===== src/rtl/fact_pkg.sv =====
// rtl/fact_pkg.sv - shared types, defaults and helpers for the factorial job dispatcher
package fact_pkg;

  localparam int N_W_DEF   = 4;
  localparam int RES_W_DEF = 32;
  localparam int TAG_W_DEF = 4;

  typedef enum logic [1:0] {
    ST_IDLE   = 2'd0,
    ST_LAUNCH = 2'd1,
    ST_RUN    = 2'd2,
    ST_DONE   = 2'd3
  } unit_state_e;

  typedef struct packed {
    logic [N_W_DEF-1:0]   n;
    logic [TAG_W_DEF-1:0] tag;
  } job_t;

  // Index width that stays at least one bit for single-entry banks.
  function automatic int idx_width(input int n);
    return (n > 1) ? $clog2(n) : 1;
  endfunction

endpackage


===== src/rtl/rr_arbiter.sv =====
// rtl/rr_arbiter.sv - round-robin pick of the first requester at or after ptr, wrapping
module rr_arbiter
  import fact_pkg::*;
#(
  parameter int N = 4
) (
  input  logic [N-1:0]               req,
  input  logic [idx_width(N)-1:0]    ptr,
  output logic [N-1:0]               grant,
  output logic [idx_width(N)-1:0]    grant_idx,
  output logic                       grant_any
);

  localparam int IW = idx_width(N);

  logic [IW-1:0] cand;

  always_comb begin
    grant     = '0;
    grant_idx = '0;
    grant_any = 1'b0;
    cand      = '0;
    for (int i = 0; i < N; i++) begin
      cand = IW'((int'(ptr) + i) % N);
      if (!grant_any && req[cand]) begin
        grant_any   = 1'b1;
        grant[cand] = 1'b1;
        grant_idx   = cand;
      end
    end
  end

endmodule


===== src/rtl/fact_dispatcher.sv =====
// rtl/fact_dispatcher.sv - launches factorial jobs on free accelerators round-robin
// and returns tagged results through a one-entry response register.
module fact_dispatcher
  import fact_pkg::*;
#(
  parameter int NUM_FACT    = 4,
  parameter int N_W         = N_W_DEF,
  parameter int RES_W       = RES_W_DEF,
  parameter int TAG_W       = TAG_W_DEF,
  parameter int TIMEOUT_CYC = 255
) (
  input  logic                            clk,
  input  logic                            rst_n,
  input  logic                            req_valid,
  output logic                            req_ready,
  input  logic [N_W-1:0]                  req_n,
  input  logic [TAG_W-1:0]                req_tag,
  output logic [NUM_FACT-1:0]             fact_go,
  output logic [NUM_FACT*N_W-1:0]         fact_n,
  input  logic [NUM_FACT-1:0]             fact_done,
  input  logic [NUM_FACT-1:0]             fact_err,
  input  logic [NUM_FACT*RES_W-1:0]       fact_result,
  output logic                            rsp_valid,
  input  logic                            rsp_ready,
  output logic [RES_W-1:0]                rsp_result,
  output logic [TAG_W-1:0]                rsp_tag,
  output logic                            rsp_err,
  output logic [idx_width(NUM_FACT)-1:0]  rsp_unit,
  output logic [NUM_FACT-1:0]             busy_mask
);

  localparam int UW = idx_width(NUM_FACT);
  localparam int CW = idx_width(TIMEOUT_CYC + 1);
  localparam logic [CW-1:0] TMO_LAST = CW'(TIMEOUT_CYC - 1);

  logic [NUM_FACT-1:0]            idle_mask;
  logic [NUM_FACT-1:0]            done_mask;
  logic [NUM_FACT-1:0]            disp_grant;
  logic [NUM_FACT-1:0]            rsp_grant;
  logic [UW-1:0]                  disp_idx;
  logic [UW-1:0]                  rsp_idx;
  logic                           disp_any;
  logic                           rsp_any;
  logic                           accept;
  logic                           rsp_load;
  logic [NUM_FACT-1:0][RES_W-1:0] unit_res;
  logic [NUM_FACT-1:0][TAG_W-1:0] unit_tag;
  logic [NUM_FACT-1:0]            unit_err;

  logic [UW-1:0]    disp_ptr_q, disp_ptr_d;
  logic [UW-1:0]    rsp_ptr_q, rsp_ptr_d;
  logic             rsp_valid_q, rsp_valid_d;
  logic [RES_W-1:0] rsp_result_q, rsp_result_d;
  logic [TAG_W-1:0] rsp_tag_q, rsp_tag_d;
  logic             rsp_err_q, rsp_err_d;
  logic [UW-1:0]    rsp_unit_q, rsp_unit_d;

  function automatic logic [UW-1:0] wrap_inc(input logic [UW-1:0] v);
    return (int'(v) == NUM_FACT - 1) ? '0 : v + 1'b1;
  endfunction

  rr_arbiter #(.N(NUM_FACT)) u_disp_arb (
    .req       (idle_mask),
    .ptr       (disp_ptr_q),
    .grant     (disp_grant),
    .grant_idx (disp_idx),
    .grant_any (disp_any)
  );

  rr_arbiter #(.N(NUM_FACT)) u_rsp_arb (
    .req       (done_mask),
    .ptr       (rsp_ptr_q),
    .grant     (rsp_grant),
    .grant_idx (rsp_idx),
    .grant_any (rsp_any)
  );

  // Readiness comes only from unit state so a request never sees a combinational loop.
  assign req_ready = disp_any;
  assign accept    = req_valid && disp_any;
  assign rsp_load  = rsp_any && (!rsp_valid_q || rsp_ready);

  for (genvar i = 0; i < NUM_FACT; i++) begin : g_unit
    unit_state_e      st_q, st_d;
    logic [CW-1:0]    cnt_q, cnt_d;
    logic [N_W-1:0]   n_q, n_d;
    logic [TAG_W-1:0] tag_q, tag_d;
    logic [RES_W-1:0] res_q, res_d;
    logic             err_q, err_d;
    logic             go_q, go_d;

    always_comb begin
      st_d  = st_q;
      cnt_d = cnt_q;
      n_d   = n_q;
      tag_d = tag_q;
      res_d = res_q;
      err_d = err_q;
      go_d  = 1'b0;
      case (st_q)
        ST_IDLE: begin
          if (accept && disp_grant[i]) begin
            st_d  = ST_LAUNCH;
            n_d   = req_n;
            tag_d = req_tag;
            go_d  = 1'b1;
          end
        end
        ST_LAUNCH: begin
          st_d  = ST_RUN;
          cnt_d = '0;
        end
        ST_RUN: begin
          if (fact_done[i]) begin
            st_d  = ST_DONE;
            err_d = fact_err[i];
            res_d = fact_err[i] ? '0 : fact_result[i*RES_W +: RES_W];
          end else if (cnt_q == TMO_LAST) begin
            st_d  = ST_DONE;
            err_d = 1'b1;
            res_d = '0;
          end else begin
            cnt_d = cnt_q + 1'b1;
          end
        end
        ST_DONE: begin
          if (rsp_load && rsp_grant[i]) st_d = ST_IDLE;
        end
        default: st_d = ST_IDLE;
      endcase
    end

    always_ff @(posedge clk or negedge rst_n) begin
      if (!rst_n) begin
        st_q  <= ST_IDLE;
        cnt_q <= '0;
        n_q   <= '0;
        tag_q <= '0;
        res_q <= '0;
        err_q <= 1'b0;
        go_q  <= 1'b0;
      end else begin
        st_q  <= st_d;
        cnt_q <= cnt_d;
        n_q   <= n_d;
        tag_q <= tag_d;
        res_q <= res_d;
        err_q <= err_d;
        go_q  <= go_d;
      end
    end

    assign idle_mask[i]             = (st_q == ST_IDLE);
    assign done_mask[i]             = (st_q == ST_DONE);
    assign busy_mask[i]             = (st_q != ST_IDLE);
    assign fact_go[i]               = go_q;
    assign fact_n[i*N_W +: N_W]     = n_q;
    assign unit_res[i]              = res_q;
    assign unit_tag[i]              = tag_q;
    assign unit_err[i]              = err_q;
  end

  // A pop and a reload in the same cycle keep the register full for back-to-back responses.
  always_comb begin
    rsp_valid_d  = rsp_valid_q;
    rsp_result_d = rsp_result_q;
    rsp_tag_d    = rsp_tag_q;
    rsp_err_d    = rsp_err_q;
    rsp_unit_d   = rsp_unit_q;
    if (rsp_load) begin
      rsp_valid_d  = 1'b1;
      rsp_result_d = unit_res[rsp_idx];
      rsp_tag_d    = unit_tag[rsp_idx];
      rsp_err_d    = unit_err[rsp_idx];
      rsp_unit_d   = rsp_idx;
    end else if (rsp_ready) begin
      rsp_valid_d  = 1'b0;
    end
    disp_ptr_d = accept   ? wrap_inc(disp_idx) : disp_ptr_q;
    rsp_ptr_d  = rsp_load ? wrap_inc(rsp_idx)  : rsp_ptr_q;
  end

  always_ff @(posedge clk or negedge rst_n) begin
    if (!rst_n) begin
      disp_ptr_q   <= '0;
      rsp_ptr_q    <= '0;
      rsp_valid_q  <= 1'b0;
      rsp_result_q <= '0;
      rsp_tag_q    <= '0;
      rsp_err_q    <= 1'b0;
      rsp_unit_q   <= '0;
    end else begin
      disp_ptr_q   <= disp_ptr_d;
      rsp_ptr_q    <= rsp_ptr_d;
      rsp_valid_q  <= rsp_valid_d;
      rsp_result_q <= rsp_result_d;
      rsp_tag_q    <= rsp_tag_d;
      rsp_err_q    <= rsp_err_d;
      rsp_unit_q   <= rsp_unit_d;
    end
  end

  assign rsp_valid  = rsp_valid_q;
  assign rsp_result = rsp_result_q;
  assign rsp_tag    = rsp_tag_q;
  assign rsp_err    = rsp_err_q;
  assign rsp_unit   = rsp_unit_q;

endmodule

===== config.mk =====
export PLATFORM = sky130hd
export DESIGN_NAME = fact_dispatcher
export DESIGN_NICKNAME = d
export VERILOG_FILES = /design/src/rtl/fact_pkg.sv /design/src/rtl/rr_arbiter.sv /design/src/rtl/fact_dispatcher.sv
export SDC_FILE = /design/constraint.sdc
export NUM_CORES = 1
export LEC_CHECK = 0
export BUFFER_PORTS_ARGS = -buffer_cell sky130_fd_sc_hd__buf_2
export CAP_MARGIN = 20
export CORE_ASPECT_RATIO = 2
export CORE_MARGIN = 1
export CORE_UTILIZATION = 25
export DETAILED_ROUTE_END_ITERATION = 7
export GPL_ROUTABILITY_DRIVEN = 0
export PLACE_DENSITY_LB_ADDON = 0.12
export SYNTH_ARGS = -nofsm -noshare
export SYNTH_HDL_FRONTEND = slang
export SYNTH_SLANG_ARGS = --single-unit

===== constraint.sdc =====
create_clock -name clk -period 6.8 [get_ports clk]
set_clock_uncertainty 0.05 [all_clocks]
set_input_delay 0.68 -clock clk [delete_from_list [all_inputs] [get_ports clk]]
set_output_delay 0.68 -clock clk [all_outputs]
set_load 0.005 [all_outputs]

Word-level counts from Yosys, hierarchy flattened
Cells that the tools add are included.
{"block": "op_classes", "n_mux": 126, "addsub": 12, "bitwise": 6, "n_eq_ne": 38, "n_reduce_logical": 65, "magnitude_cmp": 17}
{"operator": "two-way mux 32 bit", "n": 13}
{"operator": "binary-select mux 32 bit (select 2 bit)", "n": 1}
{"operator": "two-way mux 8 bit", "n": 8}
{"operator": "case mux 8 bit (2 select lines)", "n": 4}
{"operator": "two-way mux 2 bit", "n": 26}
{"operator": "two-way mux 1 bit", "n": 43}
{"operator": "two-way mux 4 bit", "n": 9}
{"operator": "adder 8 x 1 -> 8 bit, second input constant", "n": 4}
{"operator": "equality test 8 bit, second input constant", "n": 4}
{"operator": "inequality test 2 bit, second input constant", "n": 16}
{"operator": "case mux 2 bit (4 select lines)", "n": 4}
{"operator": "< comparator 2 x 3 -> 1 bit, second input constant", "n": 9}
{"operator": "nonzero test 2 bit", "n": 13}
{"operator": "logical AND 1 bit", "n": 24}
{"operator": "OR 4 bit", "n": 6}
{"operator": "AND reduction 3 bit", "n": 8}
{"operator": "binary-select mux 1 bit (select 2 bit)", "n": 9}
{"operator": "demux 1 bit (select 2 bit)", "n": 8}
{"operator": "equality test 2 bit, second input constant", "n": 8}
{"operator": ">= comparator 2 x 1 -> 1 bit, second input constant", "n": 8}
{"operator": "AND reduction 2 bit", "n": 8}
{"operator": "equality test 2 x 1 -> 1 bit, second input constant", "n": 6}
{"operator": "inequality test 3 bit, second input constant", "n": 4}
{"operator": "adder 2 x 1 -> 2 bit, second input constant", "n": 4}
{"operator": "5 further kinds", "n": 17}
{"block": "word_totals", "register_bits": 252, "in_bits": 148, "elab_cells": 299, "out_inout_bits": 65}

Depth between registers and ports, before layout
Gate-level depths: netlist (run 1).
{"block": "logic_depth", "depth_word": 17, "mapped_depth": 14, "depth_no_buf": 8}

By module
A second synthesis (run 1) with hierarchy kept.
{"block": "unflattened", "cells_unflattened": 891, "area_unflattened_um2": 11880.1}
{"module": "fact_dispatcher", "area_each_um2": 11041.8, "seq_area_each_um2": 6306.0, "n_inst": 1, "cells_each": 801}
{"module": "rr_arbiter", "area_each_um2": 419.2, "seq_area_each_um2": 0.0, "n_inst": 2, "cells_each": 45}

Worst setup path before layout (run 1)
OpenSTA, ideal clock, no wires.
{"block": "synth_path", "kind": "reg-to-reg", "from": "register (tool-made name)", "to": "register rsp_result_q[11] (netlist: rsp_result[11])", "setup_slack_ps": 3505, "path_stages_with_launch": 15, "arrival_time_ps": 3119, "cell_sequence": "dfrtp_1 > buf_6 > clkbuf_1 > inv_1 > ha_1 > buf_6 > mux2_4 > o32a_1 > o21ai_1 > buf_4 > nand2b_1 > buf_4 > buf_4 > nor2_1 > a221o_1"}
{"item": "to (signal assigned)", "line": "fact_dispatcher.sv:196", "rtl": "rsp_result_q <= rsp_result_d;"}
{"item": "to (decl)", "line": "fact_dispatcher.sv:53", "rtl": "logic [RES_W-1:0] rsp_result_q, rsp_result_d;"}

==> summary.json, run 1 <==
{
  "status": {"value": "finished clean"},
  "synth_common_cells": {"value": "dfrtp_1 (252), nand2_1 (185), a22o_1 (128), o22ai_1 (75), nor2_1 (66)"},
  "synth_area_leader_cell": {"value": "dfrtp_1"},
  "min_path_type": {"value": "input port to async pin"},
  "area_growth": {"value": 18.7, "unit": "%"},
  "drt_pass1_iterations": {"value": 5},
  "clk_pin_slew_worst_paths": {"value": 0.07, "unit": "ns"},
  "routed-via-count": {"value": 11100},
  "reg2reg_to": {"value": "rsp_err"},
  "synth.net_count": {"value": 1466},
  "number_of_buffers_between_clock_root_and_the_deepest_sink": {"value": 3},
  "tightest_slew": {"value": 1.12, "unit": "ns"},
  "cp-end-kind": {"value": "flip-flop"},
  "sequential_cell_area_fraction_in_the_yosys_report": {"value": 0.479},
  "synth_edf_count": {"value": 0},
  "cts.root.buffer_cell": {"value": "clkbuf_16"},
  "synthSimpleGateAreaFrac": {"value": 0.132},
  "drc": {"value": 0},
  "timing.critical_path.arrival": {"value": 4.61, "unit": "ns"},
  "io_buffer_count": {"value": 212},
  "async_set_or_reset_register_ratio_after_synthesis": {"value": 1.00},
  "numCtsBuffers": {"value": 27},
  "timing_hold_violations_final": {"value": 0},
  "die_area": {"value": 53600, "unit": "sq um"},
  "irDropWorstVdd": {"value": 0.420, "unit": "mV"},
  "synthesis.area": {"value": 13200, "unit": "sq um"},
  "floorplan.core_area": {"value": 51800, "unit": "sq um"},
  "overflow": {"value": 0},
  "synthesis.instances": {"value": 1270},
  "postRouteAntennaNets": {"value": 0},
  "layout-drive-gt1-share": {"value": 0.223},
  "clock-sinks": {"value": 252},
  "ff_latch_area": {"value": 6310, "unit": "sq um"},
  "timing.max_cap.violations": {"value": 0},
  "timing.critical_path.to": {"value": "rsp_err"},
  "nFillCells": {"value": 5363},
  "antenna_found_initial": {"value": 7},
  "fin_crit_sh": {"value": 0.621},
  "path_max_fanout": {"value": 75},
  "synth.most_common_cell": {"value": "dfrtp_1"},
  "synth_mux_area_frac": {"value": 0.0564},
  "die_y": {"value": 327, "unit": "um"},
  "max_freq": {"value": 0.237, "unit": "GHz"},
  "rr_worst_depth": {"value": 7},
  "synthAdderAreaFrac": {"value": 0.0456},
  "fin_worst_hold_slack": {"value": 0.136, "unit": "ns"},
  "cts_setup_buffers": {"value": 0},
  "synth_area_leaders": {"value": "dfrtp_1 (48%), a22o_1 (8.5%), nand2_1 (5.3%)"},
  "critical_path_required": {"value": 7.19, "unit": "ns"},
  "boundary_pins": {"value": 213},
  "grt_start_max_net_pins": {"value": 102},
  "cts_repair_resize_count": {"value": 0},
  "placement_rows": {"value": 118},
  "floorplan.initialDensity": {"value": 0.254},
  "p_leak": {"value": 0.00704, "unit": "uW"},
  "synth.top_cell.area_share": {"value": 0.479},
  "synth_top_family_by_area": {"value": "compound AO/OA/AOI/OAI gates"},
  "grt_first_pass_wirelength": {"value": 74000, "unit": "um"},
  "grt_use_total": {"value": 0.185},
  "postCtsHoldBufs": {"value": 0},
  "synthesized_area_fraction_occupied_by_ao_oa_aoi_and_oai_cells": {"value": 0.226},
  "yosys.area_share.xor_xnor": {"value": 0.0106},
  "routed_wl": {"value": 49600, "unit": "um"},
  "dpl.hpwl": {"value": 33100, "unit": "um"},
  "power_density": {"value": 583, "unit": "nW/um^2"},
  "timing.setup.critical_path_class": {"value": "flip-flop to flip-flop"},
  "post_synth.cell_area_avg": {"value": 10.4, "unit": "sq um"},
  "slew-limit-headroom": {"value": 0.252},
  "multi_input_comb_area": {"value": 6290, "unit": "sq um"},
  "synth_warnings": {"value": 0},
  "rsz0062_at_grt": {"value": "no"},
  "detail_route.iter0.violations": {"value": 621},
  "via_count_of_the_first_global_routing_pass": {"value": 11700},
  "r2r_slack": {"value": 2.58, "unit": "ns"},
  "final_nets": {"value": 1624},
  "via_density": {"value": 5.28},
  "final-max-slew-violation-count": {"value": 0},
  "avgRoutedWirePerCell": {"value": 23.5, "unit": "um"},
  "insertion_delay": {"value": 0.56, "unit": "ns"},
  "ctsHtreeMaxLevel": {"value": 1},
  "yosys_register_bits": {"value": 252},
  "dieWidth": {"value": 164, "unit": "um"},
  "startpoint_type": {"value": "flip-flop"},
  "most_used_flip_flop_cell_after_synthesis": {"value": "dfrtp_1"},
  "cts_tree": {"value": "done"},
  "report.final.setup_viol": {"value": 0},
  "fin_setup_tns": {"value": 0, "unit": "ns"},
  "period_needed": {"value": 4.22, "unit": "ns"},
  "utilization_after_layout": {"value": 0.301},
  "total_power_consumption": {"value": 9110, "unit": "uW"},
  "netlist-cell-type-count": {"value": 68}
}
cell usage in the layout (no fill, tap or decap), types with 14 or more instances in the layout:
cell and count:
a22o_1 128, a21oi_1 14, o22ai_1 75, mux2_2 30
a311oi_1 37, a221o_1 36, nor2_1 65, buf_2 212
dfrtp_1 251, o21ai_0 35, clkbuf_16 27, ha_1 48
nand3_1 50, inv_1 33, nand2_1 184
power breakdown:
group | total [uW] | internal, uW | switching [uW]
clock | 1510 | 860 | 649
combinational | 4850 | 1880 | 2980
sequential | 2740 | 2100 | 640
state kept, by name, indices dropped and copies added, names as in the netlist, named ones only:
name / count
rsp_ptr_q: 1
rsp_err: 1
disp_ptr_q: 1
rsp_unit: 2
g_unit.err_q: 4
rsp_tag: 4
g_unit.tag_q: 16
rsp_result: 32
g_unit.n_q: 16
rsp_valid: 1
g_unit.go_q: 4
g_unit.st_q: 8
g_unit.cnt_q: 32
g_unit.res_q: 128
metrics by stage:
| step | instance area (sq um) | cells | setup slack, ns |
|---|---|---|---|
| 2_1_floorplan | 13200 | 1270 | 3.51 |
| 3_3_place_gp | 14700 | 2056 | 2.63 |
| 3_5_place_dp | 14700 | 2056 | 2.62 |
| 4_1_cts | 15600 | 2102 | 2.58 |
| 5_1_grt | 15600 | 2108 | 2.36 |
| 6_report | 15600 | 2109 | 2.58 |
logic make-up after synthesis:
logic type | Yosys count
DFF | 252
xor gates and xnor gates | 16
buffers and inverters | 130
AOI/OAI and AO/OA | 379
muxes | 62
adders and majority gates | 48
and+or+nand+nor | 383
routing by layer:
| layer | track usage | wire (um) | vias up |
|---|---|---|---|
| li1 | - | - | 5077 |
| met1 | 0.201 | 18300 | 5628 |
| met2 | 0.343 | 26800 | 331 |
| met3 | 0.0289 | 2390 | 84 |
| met4 | 0.0855 | 2050 | 8 |
| met5 | 0 | 51 | - |
cell type report:
type | instances | area share
clock inverters | 6 | 0.00601
diodes | 4 | 0.000641
inverters | 33 | 0.00793
multi-input cells | 888 | 0.402
flip-flops and latches | 252 | 0.404
well taps | 660 | 0.0529
clock buffers | 40 | 0.0496
repair buffers | 226 | 0.0767
worst min-delay path by stage:
stage | from | slack [ns] | cells after the start | end
2_1_floorplan | rst_n | 0.33 | 0 | async pin
3_5_place_dp | g_unit[1].n_q[3] | 0.44 | 1 | g_unit[1].n_q[3]
3_3_place_gp | g_unit[2].n_q[3] | 0.42 | 1 | g_unit[2].n_q[3]
6_report | rst_n | 0.14 | 1 | g_unit[1].res_q[28]
4_1_cts | rst_n | 0.14 | 1 | g_unit[1].cnt_q[5]
5_1_grt | rst_n | 0.18 | 1 | g_unit[1].res_q[28]
worst max-delay path, stage by stage, from the launching register on:
cell and delay (ns):
dfrtp_4 0.76, buf_4 0.65, mux4_2 0.73, a211oi_2 0.34, or2_4 0.80, mux2i_1 0.27
a211oi_1 0.09, a211o_1 0.27
(Power assumes the default switching activity.)
==> run 2: changes to the inputs <==
==> constraint.sdc (replaced) <==
create_clock -name clk -period 3.5 [get_ports clk]
set_clock_uncertainty 0.05 [all_clocks]
set_input_delay 0.35 -clock clk [delete_from_list [all_inputs] [get_ports clk]]
set_output_delay 0.35 -clock clk [all_outputs]
set_load 0.005 [all_outputs]
==> summary.json, run 2 (synthesis gave the netlist of run 1 again) <==
{
  "area_growth": {"value": 31.6, "unit": "%"},
  "final_cells": {"value": 2278},
  "fin_worst_hold_slack": {"value": 0.0422, "unit": "ns"},
  "drc": {"value": 0},
  "cts.root.buffer_cell": {"value": "clkbuf_16"},
  "overflow": {"value": 0},
  "critical_path_required": {"value": 3.95, "unit": "ns"},
  "number_of_buffers_between_clock_root_and_the_deepest_sink": {"value": 3},
  "max_flop_register": {"value": "g_unit.res_q"},
  "routed-via-count": {"value": 11800},
  "nFillCells": {"value": 5261},
  "rsz0062_at_grt": {"value": "no"},
  "drt_pass1_iterations": {"value": 5},
  "grt_first_pass_wirelength": {"value": 77000, "unit": "um"},
  "timing.critical_path.arrival": {"value": 3.70, "unit": "ns"},
  "postRouteAntennaNets": {"value": 0},
  "total_switching_power": {"value": 8630, "unit": "uW"},
  "report.final.setup_viol": {"value": 0},
  "rr_startpoint": {"value": "rsp_ptr_q[1]"},
  "power.switching_fraction": {"value": 0.461},
  "boundary_pins": {"value": 213},
  "preCtsSetupSlack": {"value": 0.255, "unit": "ns"},
  "sequentialPowerShare": {"value": 0.274},
  "p_leak": {"value": 0.00782, "unit": "uW"},
  "die_y": {"value": 327, "unit": "um"},
  "irDropWorstVdd": {"value": 0.545, "unit": "mV"},
  "globalRouteMet2Util": {"value": 0.355},
  "combinational_cell_fraction_of_total_power": {"value": 0.565},
  "dieWidth": {"value": 164, "unit": "um"},
  "clock-sinks": {"value": 252},
  "numCtsBuffers": {"value": 27},
  "clock_power_share": {"value": 0.161},
  "via_count_of_the_first_global_routing_pass": {"value": 12300},
  "internal_power": {"value": 10100, "unit": "uW"},
  "clk_pin_slew_worst_paths": {"value": 0.07, "unit": "ns"},
  "final.setup.worst_slack": {"value": 0.253, "unit": "ns"},
  "insertion_delay": {"value": 0.57, "unit": "ns"},
  "ctsHtreeMaxLevel": {"value": 1},
  "layout-drive-gt1-share": {"value": 0.226},
  "final_nets": {"value": 1792},
  "cp-end-kind": {"value": "flip-flop"},
  "timing_hold_violations_final": {"value": 0},
  "slew-limit-headroom": {"value": 0.271},
  "final-max-slew-violation-count": {"value": 0},
  "timing.max_cap.violations": {"value": 0},
  "utilization_after_layout": {"value": 0.334},
  "groute.layer.met1.usage": {"value": 0.219},
  "avgRoutedWirePerCell": {"value": 22.7, "unit": "um"},
  "min_path_type": {"value": "input port to flip-flop"},
  "status": {"value": "finished clean"},
  "antenna_found_initial": {"value": 2},
  "placed_instance_count": {"value": 2091},
  "detail_route.iter0.violations": {"value": 780},
  "io_buffer_count": {"value": 212},
  "busiest_layer": {"value": "met2"},
  "timing.setup.critical_path_class": {"value": "flip-flop to flip-flop"},
  "top_library_cells_by_usage_in_the_layout_fill_and_taps_aside": {"value": "dfrtp_1 (251), buf_2 (212), nand2_1 (184), dlygate4sd3_1 (134), a22o_1 (128)"},
  "mostFrequentLayoutCell": {"value": "dfrtp_1"},
  "max_freq": {"value": 0.308, "unit": "GHz"},
  "dpl.hpwl": {"value": 35500, "unit": "um"},
  "groute.layer.met3.usage": {"value": 0.0187},
  "largest_register_ffs": {"value": 128},
  "grt_use_total": {"value": 0.192},
  "fin_crit_sh": {"value": 0.928},
  "startpoint_type": {"value": "flip-flop"},
  "placement_rows": {"value": 118},
  "crit_path_start": {"value": "rsp_ptr_q[1]"},
  "period_needed": {"value": 3.25, "unit": "ns"},
  "routed_wl": {"value": 51600, "unit": "um"},
  "via_density": {"value": 5.20},
  "cts_tree": {"value": "done"},
  "path_max_fanout": {"value": 14},
  "holdCritStartpoint": {"value": "fact_result[98]"},
  "floorplan.initialDensity": {"value": 0.254},
  "power_density": {"value": 1080, "unit": "nW/um^2"},
  "tightest_slew": {"value": 1.09, "unit": "ns"},
  "fin_setup_tns": {"value": 0, "unit": "ns"},
  "grt_start_max_net_pins": {"value": 81},
  "floorplan.core_area": {"value": 51800, "unit": "sq um"},
  "die_area": {"value": 53600, "unit": "sq um"}
}
## run 2: cell count changes in the layout (fill, tap and decap cells not counted)
| cell | previous run | this run |
|---|---|---|
| dlygate4sd3_1 | 0 | 134 |
| buf_4 | 11 | 38 |
| clkbuf_1 | 8 | 1 |
| buf_12 | 2 | 8 |
| clkinv_2 | 2 | 8 |
| clkinvlp_4 | 1 | 4 |
| diode_2 | 4 | 2 |
| a211oi_2 | 1 | 0 |
| a211oi_4 | 0 | 1 |
| clkbuf_8 | 5 | 6 |
| clkinv_8 | 1 | 0 |
| inv_6 | 0 | 1 |
| or2_2 | 2 | 3 |
## run 2: final cells by class
cell class / instances / area [sq um] / share of cell area
clock inverter: 15 / 139 / 0.00801
clock buffer: 34 / 762 / 0.0440
tap: 660 / 826 / 0.0477
timing repair buffer: 393 / 2860 / 0.165
antenna: 2 / 5.00 / 0.000289
inverter: 33 / 124 / 0.00715
sequential: 252 / 6310 / 0.364
multi-input combinational: 889 / 6300 / 0.364
## run 2: critical path, stage by stage (launching register included)
cell	delay [ns]
dfrtp_1	0.37
inv_1	0.12
ha_1	0.47
mux4_2	0.50
a211oi_4	0.39
or2_4	0.33
buf_4	0.26
buf_4	0.18
nand2_1	0.07
a311oi_1	0.28
a221o_1	0.15
## run 2: layer usage
metal	share of wire	vias to the layer above
met4	0.039	0
met1	0.39	6002
met5	0	-
met3	0.038	91
li1	-	5418
met2	0.54	336
## run 2: worst paths after layout
check                                      to  slack [ns]  cells after the start
max                             rsp_result[2]        0.25                     10
min                        g_unit[3].res_q[2]        0.04                      2
max reg2reg                     rsp_result[2]        0.25                     10
min reg2reg                  g_unit[1].n_q[1]        0.44                      1
max in group asynchronous    g_unit[0].n_q[3]        2.20                      3
min in group asynchronous           async pin        0.33                      2
## run 2: power by group through the flow
| stage | Clock (uW) | Combinational, uW | Sequential (uW) |
|---|---|---|---|
| 2_1_floorplan | 0 | 7140 | 4810 |
| 3_3_place_gp | 0 | 10300 | 5190 |
| 3_5_place_dp | 0 | 10400 | 5190 |
| 4_1_cts | 3120 | 10600 | 5150 |
| 5_1_grt | 3200 | 11500 | 5290 |
| 6_report | 3010 | 10600 | 5130 |
## run 2: per-stage QoR
stage / cell area (sq um) / power (uW)
after detailed placement: 15100 / 15600
after floorplan: 13200 / 11900
after global routing: 17300 / 20000
final: 17300 / 18700
after global placement: 15100 / 15400
after CTS: 17300 / 18800
## run 2: repair_timing
action / in CTS / in global routing
buffers inserted: 0 / 0
hold endpoints to repair: 225 / 0
gates resized for setup: 0 / 1
setup endpoints to repair: 0 / 1
hold buffers: 134 / 0
